[config.mk]
export PLATFORM = sky130hd
export DESIGN_NAME = mips_multicycle_ctrl
export DESIGN_NICKNAME = d
export VERILOG_FILES = /design/src/rtl/mips_multicycle_ctrl.sv
export SDC_FILE = /design/constraint.sdc
export NUM_CORES = 1
export LEC_CHECK = 0
export BUFFER_PORTS_ARGS = -buffer_cell sky130_fd_sc_hd__buf_2
export CAP_MARGIN = 5
export CORE_UTILIZATION = 30
export DETAILED_ROUTE_END_ITERATION = 12
export GPL_TIMING_DRIVEN = 0
export SLEW_MARGIN = 20
export SYNTH_ARGS = -nofsm -noshare
export SYNTH_HDL_FRONTEND = slang
export SYNTH_SLANG_ARGS = --single-unit
export TNS_END_PERCENT = 5
[constraint.sdc]
create_clock -name clk -period 4.7 [get_ports clk]
set_input_delay 0.705 -clock clk [delete_from_list [all_inputs] [get_ports clk]]
set_output_delay 0.705 -clock clk [all_outputs]
set_load 0.01 [all_outputs]
[src/rtl/mips_multicycle_ctrl.sv]
// mips_multicycle_ctrl
//   Multicycle control FSM for a shared MIPS-32 datapath with a single
//   shared instruction/data memory port. The IR is decoded once per
//   instruction. Each state then drives the datapath mux selects, load
//   enables and the 4-bit ALU operation. The FSM also counts retired
//   instructions.
//
// Parameters
//   CNT_W      width of the retired-instruction counter
//
// Ports
//   clk        clock, rising edge
//   rst        asynchronous reset, active-high; forces every output to 0
//   op         IR[31:26]
//   funct      IR[5:0]
//   zero       ALU zero flag (used for beq/bne)
//   mem_ready  memory completes the current request this cycle
//   mem_req    memory access request
//   mem_we     1 = write (sw), 0 = read
//   iord       memory address: 0 = PC, 1 = ALUOut
//   ir_en      load IR
//   pc_en      load PC
//   pcsrc      0 = ALU result, 1 = ALUOut, 2 = jump address
//   reg_wen    register file write enable
//   regdst     write address: 0 = rt, 1 = rd
//   memtoreg   write data: 0 = ALUOut, 1 = MDR
//   alusrca    A operand: 0 = PC, 1 = rs, 2 = zero-extended shamt
//   alusrcb    B operand: 0 = rt, 1 = 4, 2 = ext imm, 3 = ext imm << 2
//   ext_sign   immediate extender: 1 = sign, 0 = zero
//   alucont    ALU operation code
//   illegal    one-cycle pulse in DECODE for an unsupported op/funct
//   retired    one-cycle pulse when an instruction completes
//   icount     retired-instruction count; wraps to 0
module mips_multicycle_ctrl #(
  parameter int CNT_W = 32
) (
  input  logic             clk,
  input  logic             rst,
  input  logic [5:0]       op,
  input  logic [5:0]       funct,
  input  logic             zero,
  input  logic             mem_ready,
  output logic             mem_req,
  output logic             mem_we,
  output logic             iord,
  output logic             ir_en,
  output logic             pc_en,
  output logic [1:0]       pcsrc,
  output logic             reg_wen,
  output logic             regdst,
  output logic             memtoreg,
  output logic [1:0]       alusrca,
  output logic [1:0]       alusrcb,
  output logic             ext_sign,
  output logic [3:0]       alucont,
  output logic             illegal,
  output logic             retired,
  output logic [CNT_W-1:0] icount
);

  // Opcodes
  localparam logic [5:0] OP_RTYPE = 6'h00;
  localparam logic [5:0] OP_J     = 6'h02;
  localparam logic [5:0] OP_BEQ   = 6'h04;
  localparam logic [5:0] OP_BNE   = 6'h05;
  localparam logic [5:0] OP_ADDI  = 6'h08;
  localparam logic [5:0] OP_ADDIU = 6'h09;
  localparam logic [5:0] OP_SLTI  = 6'h0A;
  localparam logic [5:0] OP_SLTIU = 6'h0B;
  localparam logic [5:0] OP_ANDI  = 6'h0C;
  localparam logic [5:0] OP_ORI   = 6'h0D;
  localparam logic [5:0] OP_XORI  = 6'h0E;
  localparam logic [5:0] OP_LUI   = 6'h0F;
  localparam logic [5:0] OP_LW    = 6'h23;
  localparam logic [5:0] OP_SW    = 6'h2B;

  // ALU operation codes
  localparam logic [3:0] ALU_ADDU = 4'd0;
  localparam logic [3:0] ALU_SUBU = 4'd1;
  localparam logic [3:0] ALU_ADD  = 4'd2;
  localparam logic [3:0] ALU_SUB  = 4'd3;
  localparam logic [3:0] ALU_OR   = 4'd4;
  localparam logic [3:0] ALU_AND  = 4'd5;
  localparam logic [3:0] ALU_XOR  = 4'd6;
  localparam logic [3:0] ALU_NOR  = 4'd7;
  localparam logic [3:0] ALU_SLTU = 4'd8;
  localparam logic [3:0] ALU_SLT  = 4'd9;
  localparam logic [3:0] ALU_SLL  = 4'd10;
  localparam logic [3:0] ALU_SRL  = 4'd11;
  localparam logic [3:0] ALU_SRA  = 4'd12;
  localparam logic [3:0] ALU_LUI  = 4'd13;

  localparam logic [CNT_W-1:0] CNT_ONE = CNT_W'(1);

  typedef enum logic [3:0] {
    S_FETCH  = 4'd0,
    S_DECODE = 4'd1,
    S_MEMADR = 4'd2,
    S_MEMRD  = 4'd3,
    S_MEMWB  = 4'd4,
    S_MEMWR  = 4'd5,
    S_EXEC   = 4'd6,
    S_ALUWB  = 4'd7,
    S_IEXEC  = 4'd8,
    S_IWB    = 4'd9,
    S_BRANCH = 4'd10,
    S_JUMP   = 4'd11
  } state_t;

  state_t           state_q, state_d;
  logic [CNT_W-1:0] icount_q;

  // R-type decode (funct field)
  logic       r_legal;
  logic       r_shift;
  logic [3:0] r_alu;

  always_comb begin
    r_legal = 1'b1;
    r_shift = 1'b0;
    r_alu   = ALU_ADDU;
    case (funct)
      6'h20:   r_alu = ALU_ADD;
      6'h21:   r_alu = ALU_ADDU;
      6'h22:   r_alu = ALU_SUB;
      6'h23:   r_alu = ALU_SUBU;
      6'h24:   r_alu = ALU_AND;
      6'h25:   r_alu = ALU_OR;
      6'h26:   r_alu = ALU_XOR;
      6'h27:   r_alu = ALU_NOR;
      6'h2A:   r_alu = ALU_SLT;
      6'h2B:   r_alu = ALU_SLTU;
      6'h00:   begin r_alu = ALU_SLL; r_shift = 1'b1; end
      6'h02:   begin r_alu = ALU_SRL; r_shift = 1'b1; end
      6'h03:   begin r_alu = ALU_SRA; r_shift = 1'b1; end
      default: r_legal = 1'b0;
    endcase
  end

  // I-type ALU decode (opcode field)
  logic       i_legal;
  logic       i_sign;
  logic [3:0] i_alu;

  always_comb begin
    i_legal = 1'b1;
    i_sign  = 1'b1;
    i_alu   = ALU_ADDU;
    case (op)
      OP_ADDI:  i_alu = ALU_ADD;
      OP_ADDIU: i_alu = ALU_ADDU;
      OP_SLTI:  i_alu = ALU_SLT;
      OP_SLTIU: i_alu = ALU_SLTU;
      // Logical immediates and lui take a zero-extended immediate.
      OP_ANDI:  begin i_alu = ALU_AND; i_sign = 1'b0; end
      OP_ORI:   begin i_alu = ALU_OR;  i_sign = 1'b0; end
      OP_XORI:  begin i_alu = ALU_XOR; i_sign = 1'b0; end
      OP_LUI:   begin i_alu = ALU_LUI; i_sign = 1'b0; end
      default:  i_legal = 1'b0;
    endcase
  end

  logic is_mem;
  logic is_branch;
  logic is_rtype;
  logic decode_legal;

  assign is_mem       = (op == OP_LW) || (op == OP_SW);
  assign is_branch    = (op == OP_BEQ) || (op == OP_BNE);
  assign is_rtype     = (op == OP_RTYPE) && r_legal;
  assign decode_legal = is_mem || is_rtype || i_legal || is_branch || (op == OP_J);

  // State register
  always_ff @(posedge clk or posedge rst) begin
    if (rst) begin
      state_q <= S_FETCH;
    end else begin
      state_q <= state_d;
    end
  end

  // Next-state logic
  always_comb begin
    state_d = state_q;
    case (state_q)
      S_FETCH:  if (mem_ready) state_d = S_DECODE;
      S_DECODE: begin
        if (is_mem)              state_d = S_MEMADR;
        else if (is_rtype)       state_d = S_EXEC;
        else if (i_legal)        state_d = S_IEXEC;
        else if (is_branch)      state_d = S_BRANCH;
        else if (op == OP_J)     state_d = S_JUMP;
        else                     state_d = S_FETCH;
      end
      S_MEMADR: state_d = (op == OP_SW) ? S_MEMWR : S_MEMRD;
      S_MEMRD:  if (mem_ready) state_d = S_MEMWB;
      S_MEMWB:  state_d = S_FETCH;
      S_MEMWR:  if (mem_ready) state_d = S_FETCH;
      S_EXEC:   state_d = S_ALUWB;
      S_ALUWB:  state_d = S_FETCH;
      S_IEXEC:  state_d = S_IWB;
      S_IWB:    state_d = S_FETCH;
      S_BRANCH: state_d = S_FETCH;
      S_JUMP:   state_d = S_FETCH;
      default:  state_d = S_FETCH;
    endcase
  end

  // Output logic. While rst is high, every output stays 0. This holds
  // off any memory request or register write during reset, including
  // an instruction aborted part-way through.
  always_comb begin
    mem_req  = 1'b0;
    mem_we   = 1'b0;
    iord     = 1'b0;
    ir_en    = 1'b0;
    pc_en    = 1'b0;
    pcsrc    = 2'd0;
    reg_wen  = 1'b0;
    regdst   = 1'b0;
    memtoreg = 1'b0;
    alusrca  = 2'd0;
    alusrcb  = 2'd0;
    ext_sign = 1'b0;
    alucont  = ALU_ADDU;
    illegal  = 1'b0;
    retired  = 1'b0;
    if (!rst) begin
      case (state_q)
        S_FETCH: begin
          // PC + 4 is computed while the instruction is read. IR and PC
          // load only in the cycle the memory delivers.
          mem_req = 1'b1;
          alusrcb = 2'd1;
          ir_en   = mem_ready;
          pc_en   = mem_ready;
        end
        S_DECODE: begin
          // Branch target speculatively computed into ALUOut
          alusrcb  = 2'd3;
          ext_sign = 1'b1;
          illegal  = !decode_legal;
        end
        S_MEMADR: begin
          alusrca  = 2'd1;
          alusrcb  = 2'd2;
          ext_sign = 1'b1;
        end
        S_MEMRD: begin
          mem_req = 1'b1;
          iord    = 1'b1;
        end
        S_MEMWB: begin
          reg_wen  = 1'b1;
          memtoreg = 1'b1;
          retired  = 1'b1;
        end
        S_MEMWR: begin
          mem_req = 1'b1;
          iord    = 1'b1;
          mem_we  = 1'b1;
          retired = mem_ready;
        end
        S_EXEC: begin
          alusrca = r_shift ? 2'd2 : 2'd1;
          alucont = r_alu;
        end
        S_ALUWB: begin
          reg_wen = 1'b1;
          regdst  = 1'b1;
          retired = 1'b1;
        end
        S_IEXEC: begin
          alusrca  = 2'd1;
          alusrcb  = 2'd2;
          ext_sign = i_sign;
          alucont  = i_alu;
        end
        S_IWB: begin
          reg_wen = 1'b1;
          retired = 1'b1;
        end
        S_BRANCH: begin
          alusrca = 2'd1;
          alucont = ALU_SUB;
          pcsrc   = 2'd1;
          pc_en   = (op == OP_BEQ) ? zero : !zero;
          retired = 1'b1;
        end
        S_JUMP: begin
          pcsrc   = 2'd2;
          pc_en   = 1'b1;
          retired = 1'b1;
        end
        default: begin
          mem_req = 1'b0;
        end
      endcase
    end
  end

  // Retired-instruction counter; natural binary wrap from all-ones to 0
  always_ff @(posedge clk or posedge rst) begin
    if (rst) begin
      icount_q <= '0;
    end else if (retired) begin
      icount_q <= icount_q + CNT_ONE;
    end
  end

  assign icount = icount_q;

endmodule
After elaboration in Yosys (flattened, before gate mapping):

Index checks and enable logic that the tools add are counted.

* $add $sub $neg: 1
* equality and inequality tests: 39
* muxes and demuxes: 48
* reduce and logical (&&, ||, !) cells: 24

Operator list (number)
* 6-bit == test, second input constant: 12
* 4-bit case mux with 7 select lines: 2
* 6-bit by 4-bit == test with 1-bit output, second input constant: 8
* 4-bit case mux with 12 select lines: 1
* 4-bit 2-to-1 mux: 9
* 32-bit by 1-bit adder with 32-bit output, second input constant: 1
* 1-bit 2-to-1 mux: 24
* 6-bit by 2-bit == test with 1-bit output, second input constant: 3
* 4-bit by 3-bit == test with 1-bit output, second input constant: 4
* 4-bit == test, second input constant: 4
* 13-bit OR reduction: 1
* 6-bit by 3-bit == test with 1-bit output, second input constant: 2
* 6-bit zero test: 2
* 4-bit case mux with 3 select lines: 1
* 3-bit OR reduction: 4
* 4-bit by 2-bit == test with 1-bit output, second input constant: 2
* 2-bit 2-to-1 mux: 4
* 2-bit case mux with 2 select lines: 2
* 8-bit OR reduction: 1
* 1-bit logical OR: 6
* 2-bit inequality test, second input constant: 3
* 2-bit case mux with 3 select lines: 1
* 2-bit OR reduction: 3
* 5-bit OR reduction: 1
* 9 further kinds: 11

* register bits: 36
* word-level logic and storage cells: 114

Depth between registers and ports, before layout:

Gate-level depths: netlist (run 1).

* depth after elaboration: 11
* mapped depth: 7
* depth with buffers taken out: 6

Worst setup path after synthesis (run 1):

OpenSTA, ideal clock, no wires.

* path type: input port to output port
* from: input port rst
* to: output port illegal
* arrival time: 2.038 ns
* slack: 1.957 ns
* cell stages on the path: 4
* path buffers: 1
* cell sequence: buf_2 > inv_1 > nand2_1 > nor3_1

* word-level cells in the longest chain between the ends: 1

RTL lines
* start: declaration: RTL line 38 `input logic rst,`
* 1-bit 2-to-1 mux: RTL line 228 `if (!rst) begin`
* end: declaration: RTL line 56 `output logic illegal,`

No other way between the ends.

Worst setup path after layout (run 1):

* from: register state_q[3]
* to: output port alucont[2]

* word-level cells in the longest chain between the ends: 3

RTL lines
* start: declaration: RTL line 110 `state_t state_q, state_d;`
* start signal: assignment: RTL line 178 `state_q <= state_d;`
* 4-bit == test / 4-bit by 3-bit == test with 1-bit output (equally long branches): RTL line 229 `case (state_q)`
* 4-bit case mux with 3 select lines *: RTL line 229
* 4-bit 2-to-1 mux *: RTL line 228
* end: declaration: RTL line 55 `output logic [3:0] alucont,`

Every way passes the cells marked *; elsewhere a longest branch is shown, timed or not.

==> impl_metrics.json, run 1 <==
{
  "h-tree-depth": 2,
  "core_area_sq_um": 7730,
  "min_period_ns": 2.73,
  "syn-cell-area_sq_um": 2390,
  "slew_headroom": 0.592,
  "synth_warnings": 0,
  "numCtsBuffers": 5,
  "dieWidth_um": 91.3,
  "outcome": "finished, final reports clean",
  "track_usage": 0.141,
  "yosysMostFrequentCell": "dfrtp_1",
  "crit_path_end_kind": "output port",
  "leakagePower_nw": 1.41,
  "vias_per_cell": 5.05,
  "clk_latency_ns": 0.29,
  "tightest_slew_ns": 0.608,
  "antenna_found_initial": 0,
  "vias": 2237,
  "n_antenna_cell": 0,
  "drive_gt1_frac": 0.264,
  "drc": 0,
  "drv_slew": 0,
  "place.detailed.hpwl_um": 4450,
  "drt-initial-drc-count": 77,
  "cp_max_fo": 8,
  "initial_core_util": 0.309,
  "ys_seq_elements": 36,
  "post-route-period-util": 0.582,
  "clock_skew_ns": 0.00857,
  "post_cts_buffers": 0,
  "netlist_instances": 269,
  "cts_sinks": 36,
  "p_total_uw": 936,
  "grt_overflow": 0,
  "avgSynthCellArea_sq_um": 8.89,
  "yosys.area.top_type": "dfrtp_1",
  "synthTopCellsByCount": "dfrtp_1 (36), nand2_1 (27), xnor2_1 (22), nor3_1 (19), nor2_1 (17)",
  "cts_buffer_depth": 2,
  "dieHeight_um": 91.3,
  "die_area_sq_um": 8330,
  "hold_buffers": 0,
  "synth_area_leaders": "dfrtp_1 (38%), xnor2_1 (8.1%), nand2_1 (4.2%)",
  "syn_to_final_growth_pct": 23.4,
  "synth-edff-count": 0,
  "synth_top_area_frac": 0.377,
  "globalplace.congestion": 0.853,
  "rsz0062_at_grt": "false",
  "ant_nets": 0,
  "cts_repair_resize_count": 0,
  "critPathLaunchType": "register",
  "grt_pass1_vias": 1976,
  "first_pass_iters": 4,
  "cts.clk_slew.worst_paths_ns": 0.07,
  "ys_types": 49,
  "hold_path.class": "reg -> reg",
  "io_pins": 69,
  "cellPowerDensity_nw_per_um2": 317,
  "row_count": 32,
  "critPathKind": "reg -> out",
  "max-vdd-ir-drop_mv": 0.0949,
  "grt_pass1_wl_um": 9670,
  "synthFlopType": "dfrtp_1",
  "setup_viol": 0,
  "root_buffer": "clkbuf_8",
  "drv_cap": 0,
  "async_reset_ff_frac": 1.00,
  "routed_wl_um": 5840,
  "synth_nets": 286,
  "yosysSeqAreaShare": 0.377,
  "hold_violations": 0,
  "fin_nets": 357,
  "cp.required_ns": 3.99,
  "cts_tree": "done",
  "wl_per_cell_um": 13.2,
  "port_buffers": 63,
  "grt_max_degree": 22,
  "critPathArrivalTime_ns": 2.03,
  "tns_ns": 0,
  "fmax_mhz": 366
}
==> routing by layer <==
| metal | routed length (um) | global-route usage |
|---|---|---|
| met5 | 0 | 0 |
| met1 | 2840 | 0.203 |
| met4 | 61 | 0.0370 |
| met2 | 2710 | 0.219 |
| met3 | 226 | 0.0235 |
==> final cells by class <==
class	instances	area [sq um]
fillers	823	4780
multi-input cells	213	1400
flip-flops and latches	36	901
repair buffers	64	343
well taps	102	128
clock buffers	8	90.1
plain buffers	13	60.1
inverters	7	26.3
==> path summary, 6_finish.rpt <==
kind,startpoint,to,slack (ns),cells after the start
setup / recovery,state_q[3],alucont[2],1.97,5
hold / removal,icount[31],icount[31],0.47,1
setup reg to reg,state_q[3],icount[1],2.76,5
hold reg to reg,icount[31],icount[31],0.47,1
max in group asynchronous,rst,icount[18],3.78,3
min in group asynchronous,rst,icount[25],0.50,2
==> layout by cell type (no fill, tap or decap), types with 8 or more instances in the layout <==
cell type  instances
a21oi_1           11
nor4_1             8
nor2_1            17
dfrtp_1           36
xnor2_1           22
nor3_1            19
nand3_1           11
nand2_1           27
buf_2             65
xor2_1            11
a31oi_1            8
o21ai_0            9
clkbuf_1           8
nand2b_1           8
nand4_1            8
==> metrics by stage <==
step / setup slack [ns] / instance area, sq um / utilization / instances / hold WS, ns
4_1_cts: 1.95 / 2950 / 0.382 / 443 / 0.474
6_report: 1.97 / 2950 / 0.382 / 443 / 0.469
5_1_grt: 1.86 / 2950 / 0.382 / 443 / 0.499
3_3_place_gp: 1.42 / 2830 / 0.367 / 434 / 0.452
2_1_floorplan: 1.96 / 2390 / - / 269 / 0.504
3_5_place_dp: 2.03 / 2860 / 0.370 / 435 / 0.462
==> power by group <==
group	total, mW	leakage, nW	internal, mW	switching, mW
Sequential	0.372	0.485	0.335	0.0372
Combinational	0.341	0.880	0.134	0.207
Clock	0.224	0.0455	0.119	0.104
Total	0.936	1.41	0.588	0.348
==> flip-flops by register name (all words and copies together), names as in the netlist <==
name and flops:
state_q 4, icount 32
==> cells by family (layout without fill, tap and decap cells) <==
kind of cell / count (synthesis) / in the layout / share of synthesized area
multiplexers: 2 / 2 / 0.00890
XOR/XNOR: 33 / 33 / 0.121
AND/OR/NAND/NOR: 138 / 138 / 0.345
flip-flops: 36 / 36 / 0.377
buffers and inverters: 20 / 92 / 0.0361
AO/OA/AOI/OAI: 39 / 39 / 0.107
adder cells (fa/ha/maj): 1 / 1 / 0.00523
==> worst max-delay path, stage by stage, from the launching register on <==
cell,delay (ns)
dfrtp_1,0.46
nand2b_4,0.22
or3_1,0.41
or3_1,0.36
a21oi_1,0.14
buf_2,0.15
Power figures use the tool's default switching activity.
==> run 2, diff against run 1 <==
--- a/config.mk
+++ b/config.mk
@@ -5,6 +5,7 @@
 export SDC_FILE = /design/constraint.sdc
 export NUM_CORES = 1
 export LEC_CHECK = 0
+export ABC_AREA = 1
 export BUFFER_PORTS_ARGS = -buffer_cell sky130_fd_sc_hd__buf_2
 export CAP_MARGIN = 5
 export CORE_UTILIZATION = 30
==> constraint.sdc (replaced) <==
create_clock -name clk -period 2.2 [get_ports clk]
set_input_delay 0.33 -clock clk [delete_from_list [all_inputs] [get_ports clk]]
set_output_delay 0.33 -clock clk [all_outputs]
set_load 0.01 [all_outputs]
==> impl_metrics.json, run 2 <==
{
  "outcome": "finished, final reports clean",
  "antenna_found_initial": 0,
  "slew_headroom": 0.706,
  "yosysMostFrequentCell": "nand2_1",
  "port_buffers": 67,
  "syn_to_final_growth_pct": 19.3,
  "drt-initial-drc-count": 160,
  "drive_gt1_frac": 0.183,
  "synth_area_leaders": "dfrtp_1 (29%), nand2_1 (25%), nor2_1 (11%)",
  "row_count": 36,
  "dieWidth_um": 104,
  "cp.required_ns": 1.87,
  "routed_wl_um": 8830,
  "syn-cell-area_sq_um": 3100,
  "setup_viol": 0,
  "cellPowerDensity_nw_per_um2": 759,
  "io_pins": 69,
  "synthTopCellsByCount": "nand2_1 (209), nor2_1 (87), nand3_1 (46), inv_1 (44), dfrtp_1 (36)",
  "initial_core_util": 0.313,
  "core_area_sq_um": 9910,
  "netlist_instances": 517,
  "cts_buffer_depth": 2,
  "cts_sinks": 36,
  "tns_ns": 0,
  "critPathMaxStageDelay_ns": 0.48,
  "fin_nets": 608,
  "drv_slew": 0,
  "root_buffer": "clkbuf_8",
  "fin_area_sq_um": 3700,
  "synth_nets": 534,
  "final_cell_count_no_fill": 724,
  "clock_skew_ns": 0.00782,
  "synth_top_area_frac": 0.291,
  "grt_pass1_wl_um": 14900,
  "post-route-period-util": 0.931,
  "wl_per_cell_um": 12.2,
  "synthFlopType": "dfrtp_1",
  "max-vdd-ir-drop_mv": 0.489,
  "place_inst": 717,
  "final_common_cell": "nand2_1",
  "ys_seq_elements": 36,
  "hold_violations": 0,
  "fmax_mhz": 488,
  "ant_nets": 0,
  "track_usage": 0.170,
  "drc": 0,
  "grt_overflow": 0,
  "critPathArrivalTime_ns": 1.72,
  "grt_pass1_vias": 3140,
  "hold_buffers": 0,
  "whs_ns": 0.112,
  "yosys.area.top_type": "dfrtp_1",
  "setup_slack_ns": 0.153,
  "cts.clk_slew.worst_paths_ns": 0.07,
  "critPathLaunchType": "register",
  "leakagePower_nw": 1.97,
  "async_reset_ff_frac": 1.00,
  "clk_latency_ns": 0.29,
  "cp_max_fo": 10,
  "place_ws_ns": -0.194,
  "largest_reg_flops": 32,
  "vias_per_cell": 4.74,
  "crit_path_end_kind": "output port",
  "rsz0062_at_grt": "true",
  "place_area_sq_um": 3600,
  "dieHeight_um": 104,
  "ys_types": 32,
  "drv_cap": 0,
  "cts_tree": "done",
  "critPathKind": "reg -> out",
  "synth_warnings": 0,
  "min_period_ns": 2.05,
  "crit_slowest_cell": "dfrtp_1",
  "vias": 3431,
  "yosysSeqAreaShare": 0.291,
  "p_total_mw": 2.81,
  "finalCoreUtilization": 0.373,
  "hold_path.class": "in -> async",
  "place.detailed.hpwl_um": 7100,
  "globalplace.congestion": 0.909,
  "avgSynthCellArea_sq_um": 5.99,
  "synth-edff-count": 0,
  "h-tree-depth": 2,
  "numCtsBuffers": 5,
  "n_antenna_cell": 0,
  "grt_max_degree": 43,
  "crit_chain": "nand2_1, inv_1, nand2_1, nand3_2, nand2_4, buf_8, buf_12, inv_1, buf_2",
  "final_cell_mix": "nand2_1 (209), nor2_1 (85), buf_2 (68)",
  "first_pass_iters": 5,
  "tightest_slew_ns": 0.441,
  "die_area_sq_um": 10700
}
==> run 2: changes by cell type after synthesis, moves of 16 or more <==
cell / previous run / this run
xnor2_1: 22 / 0
inv_1: 7 / 44
nor2_1: 17 / 87
nand2_1: 27 / 209
nor3_1: 19 / 3
nand3_1: 11 / 46
==> run 2: metal layers <==
layer  track usage  routed length, um  up-vias
li1              -                  -     1773
met1         0.215               4090     1574
met2         0.293               4220       76
met3        0.0283                398        8
met4        0.0538                116        0
met5             0                  0        -
==> run 2: kinds of logic after synthesis <==
group	Yosys count	synth area share
flip-flops	36	0.291
AND/OR/NAND/NOR	380	0.532
AO/OA/AOI/OAI	32	0.0557
XOR/XNOR	9	0.0279
buffers and inverters	59	0.0900
adder cells (fa/ha/maj)	1	0.00404
==> run 2: critical path: cells and delay by family (launching register included) <==
family	cells	cell delay [ns]
and+or+nand+nor	4	0.36
DFF	1	0.48
buffers and inverters	5	0.58
==> run 2: path summary, 6_finish.rpt <==
check	start	depth (start not counted)	slack [ns]	to
min reg2reg	icount[31]	2	0.56	icount[31]
min in group clk	mem_ready	4	0.37	state_q[2]
max	state_q[0]	9	0.15	reg_wen
min	rst	2	0.11	state_q[3]
max reg2reg	icount[0]	8	0.33	icount[16]
max in group asynchronous	rst	2	1.80	icount[19]
==> run 2: cell type report <==
cell class / instances / area, sq um
buffer: 9 / 92.6
clock buffer: 6 / 72.6
clock inverter: 1 / 5.00
fill: 1117 / 6210
inverter: 50 / 195
multi-input combinational: 422 / 1930
sequential: 36 / 901
tap: 133 / 166
timing repair buffer: 67 / 335
==> run 2: what timing repair did <==
item                       CTS  global route
setup endpoints to repair    2             7
resized for setup            1             5
buffers inserted             0             0
==> run 2: where the power goes <==
| group | switching, mW | internal (mW) |
|---|---|---|
| combinational | 0.827 | 0.483 |
| clock | 0.240 | 0.216 |
| sequential | 0.238 | 0.801 |
| total | 1.31 | 1.50 |
==> run 3, diff against run 2 <==
--- a/config.mk
+++ b/config.mk
@@ -5,9 +5,9 @@
 export SDC_FILE = /design/constraint.sdc
 export NUM_CORES = 1
 export LEC_CHECK = 0
-export ABC_AREA = 1
 export BUFFER_PORTS_ARGS = -buffer_cell sky130_fd_sc_hd__buf_2
 export CAP_MARGIN = 5
+export CORE_MARGIN = 5
 export CORE_UTILIZATION = 30
 export DETAILED_ROUTE_END_ITERATION = 12
 export GPL_TIMING_DRIVEN = 0
==> impl_metrics.json, run 3 (synthesized netlist as in run 1, its figures left out) <==
{
  "outcome": "finished with violations",
  "violations": "negative setup slack",
  "cts_tree": "done",
  "grt_pass1_vias": 2154,
  "hold_buffers": 0,
  "core_area_sq_um": 7730,
  "numCtsBuffers": 5,
  "row_count": 32,
  "globalplace.congestion": 0.875,
  "critPathTopFamily": "simple AND/OR/NAND/NOR gates",
  "leakagePower_nw": 1.45,
  "dieHeight_um": 99.3,
  "port_buffers": 63,
  "fin_nets": 361,
  "vias": 2211,
  "first_pass_iters": 4,
  "cts_sinks": 36,
  "root_buffer": "clkbuf_8",
  "finalCoreUtilization": 0.391,
  "h-tree-depth": 2,
  "critPathKind": "reg -> out",
  "dieWidth_um": 99.3,
  "wl_per_cell_um": 13.8,
  "initial_core_util": 0.309,
  "clock_skew_ns": 0.0104,
  "critPathLaunchType": "register",
  "drv_cap": 0,
  "ant_nets": 0,
  "cellPowerDensity_nw_per_um2": 685,
  "whs_ns": 0.137,
  "r2r_cells": 7,
  "tightest_slew_ns": 0.622,
  "fmax_mhz": 453,
  "regToRegSetupSlack_ns": 0.27,
  "drive_gt1_frac": 0.316,
  "setup_slack_ns": -0.00667,
  "worst-path-buf-inv": 1,
  "rsz0062_at_grt": "true",
  "crit_path_end_kind": "output port",
  "io_pins": 69,
  "drv_slew": 0,
  "die_area_sq_um": 9860,
  "cp.required_ns": 1.87,
  "routed_wl_um": 6150,
  "clk_latency_ns": 0.28,
  "post-route-period-util": 1.00,
  "regToRegStartpoint": "state_q[1]",
  "track_usage": 0.125,
  "crit_slowest_cell": "dfrtp_1",
  "syn_to_final_growth_pct": 26.4,
  "vias_per_cell": 4.95,
  "final_cell_mix": "buf_2 (65), dfrtp_1 (34), nand2_1 (27)",
  "worstReg2RegEnd": "icount[25]",
  "grt_max_degree": 22,
  "max-vdd-ir-drop_mv": 0.246,
  "final_common_cell": "buf_2",
  "hold_path.class": "in -> async",
  "slew_headroom": 0.582,
  "place.detailed.hpwl_um": 4750,
  "largest_reg_flops": 32,
  "drc": 0,
  "cp_max_fo": 6,
  "setup_viol": 1,
  "place_ws_ns": 0.138,
  "cts_buffer_depth": 2,
  "crit_chain": "nand2b_4, or3_4, or3_1, a21oi_2, buf_2",
  "cts.clk_slew.worst_paths_ns": 0.07,
  "grt_overflow": 0,
  "grt_pass1_wl_um": 10300,
  "drt-initial-drc-count": 97,
  "antenna_found_initial": 0,
  "hold_violations": 0,
  "p_total_mw": 2.07,
  "n_antenna_cell": 0,
  "critPathMaxStageDelay_ns": 0.44,
  "min_period_ns": 2.21,
  "critPathArrivalTime_ns": 1.88
}
-- run 3: metal layers --
metal / wire length (um) / global-route usage / vias to the layer above / share of wire
li1: - / - / 1112 / -
met1: 2950 / 0.178 / 1054 / 0.48
met2: 2910 / 0.194 / 43 / 0.47
met3: 255 / 0.0252 / 2 / 0.041
met4: 29 / 0.0294 / 0 / 0.0047
met5: 0 / 0 / - / 0
-- run 3: how the worst max path moves through the flow --
| stage | from | to | slack [ns] | cells past startpoint |
|---|---|---|---|---|
| 2_1_floorplan | rst | icount[1] | 0.09 | 5 |
| 4_1_cts | state_q[3] | alucont[2] | -0.04 | 5 |
| 6_report | state_q[0] | alucont[2] | -0.007 | 5 |
| 3_5_place_dp | state_q[3] | alucont[2] | 0.14 | 5 |
| 3_3_place_gp | rst | retired | -0.34 | 5 |
| 5_1_grt | state_q[0] | alucont[2] | -0.08 | 5 |
-- run 3: where the power goes --
| part | switching, mW | leakage, nW | internal, mW |
|---|---|---|---|
| registers | 0.0731 | 0.482 | 0.717 |
| logic | 0.473 | 0.919 | 0.326 |
| clock network | 0.229 | 0.0510 | 0.250 |
| total | 0.776 | 1.45 | 1.29 |
-- run 3: timing repair --
action	4_1_cts	5_1_grt
gates cloned	0	0
buffers inserted	2	2
endpoints found under the setup margin	5	8
pin swaps	1	0
endpoints found under the hold margin	0	0
resized for setup	7	8
-- run 3: area by class of cell --
type	instances	area [sq um]
buffer	13	63.8
clock buffer	6	82.6
clock inverter	2	10.0
fill	802	4700
inverter	7	26.3
multi-input combinational	213	1440
sequential	36	903
tap	102	128
timing repair buffer	68	373
-- run 3: through the flow --
stage                     cells  setup TNS (ns)  cell area [sq um]
after floorplan             269               0               2390
after global placement      434           -2.07               2830
after detailed placement    435               0               2860
after CTS                   445         -0.0642               3000
after global routing        447          -0.176               3020
final                       447        -0.00667               3020
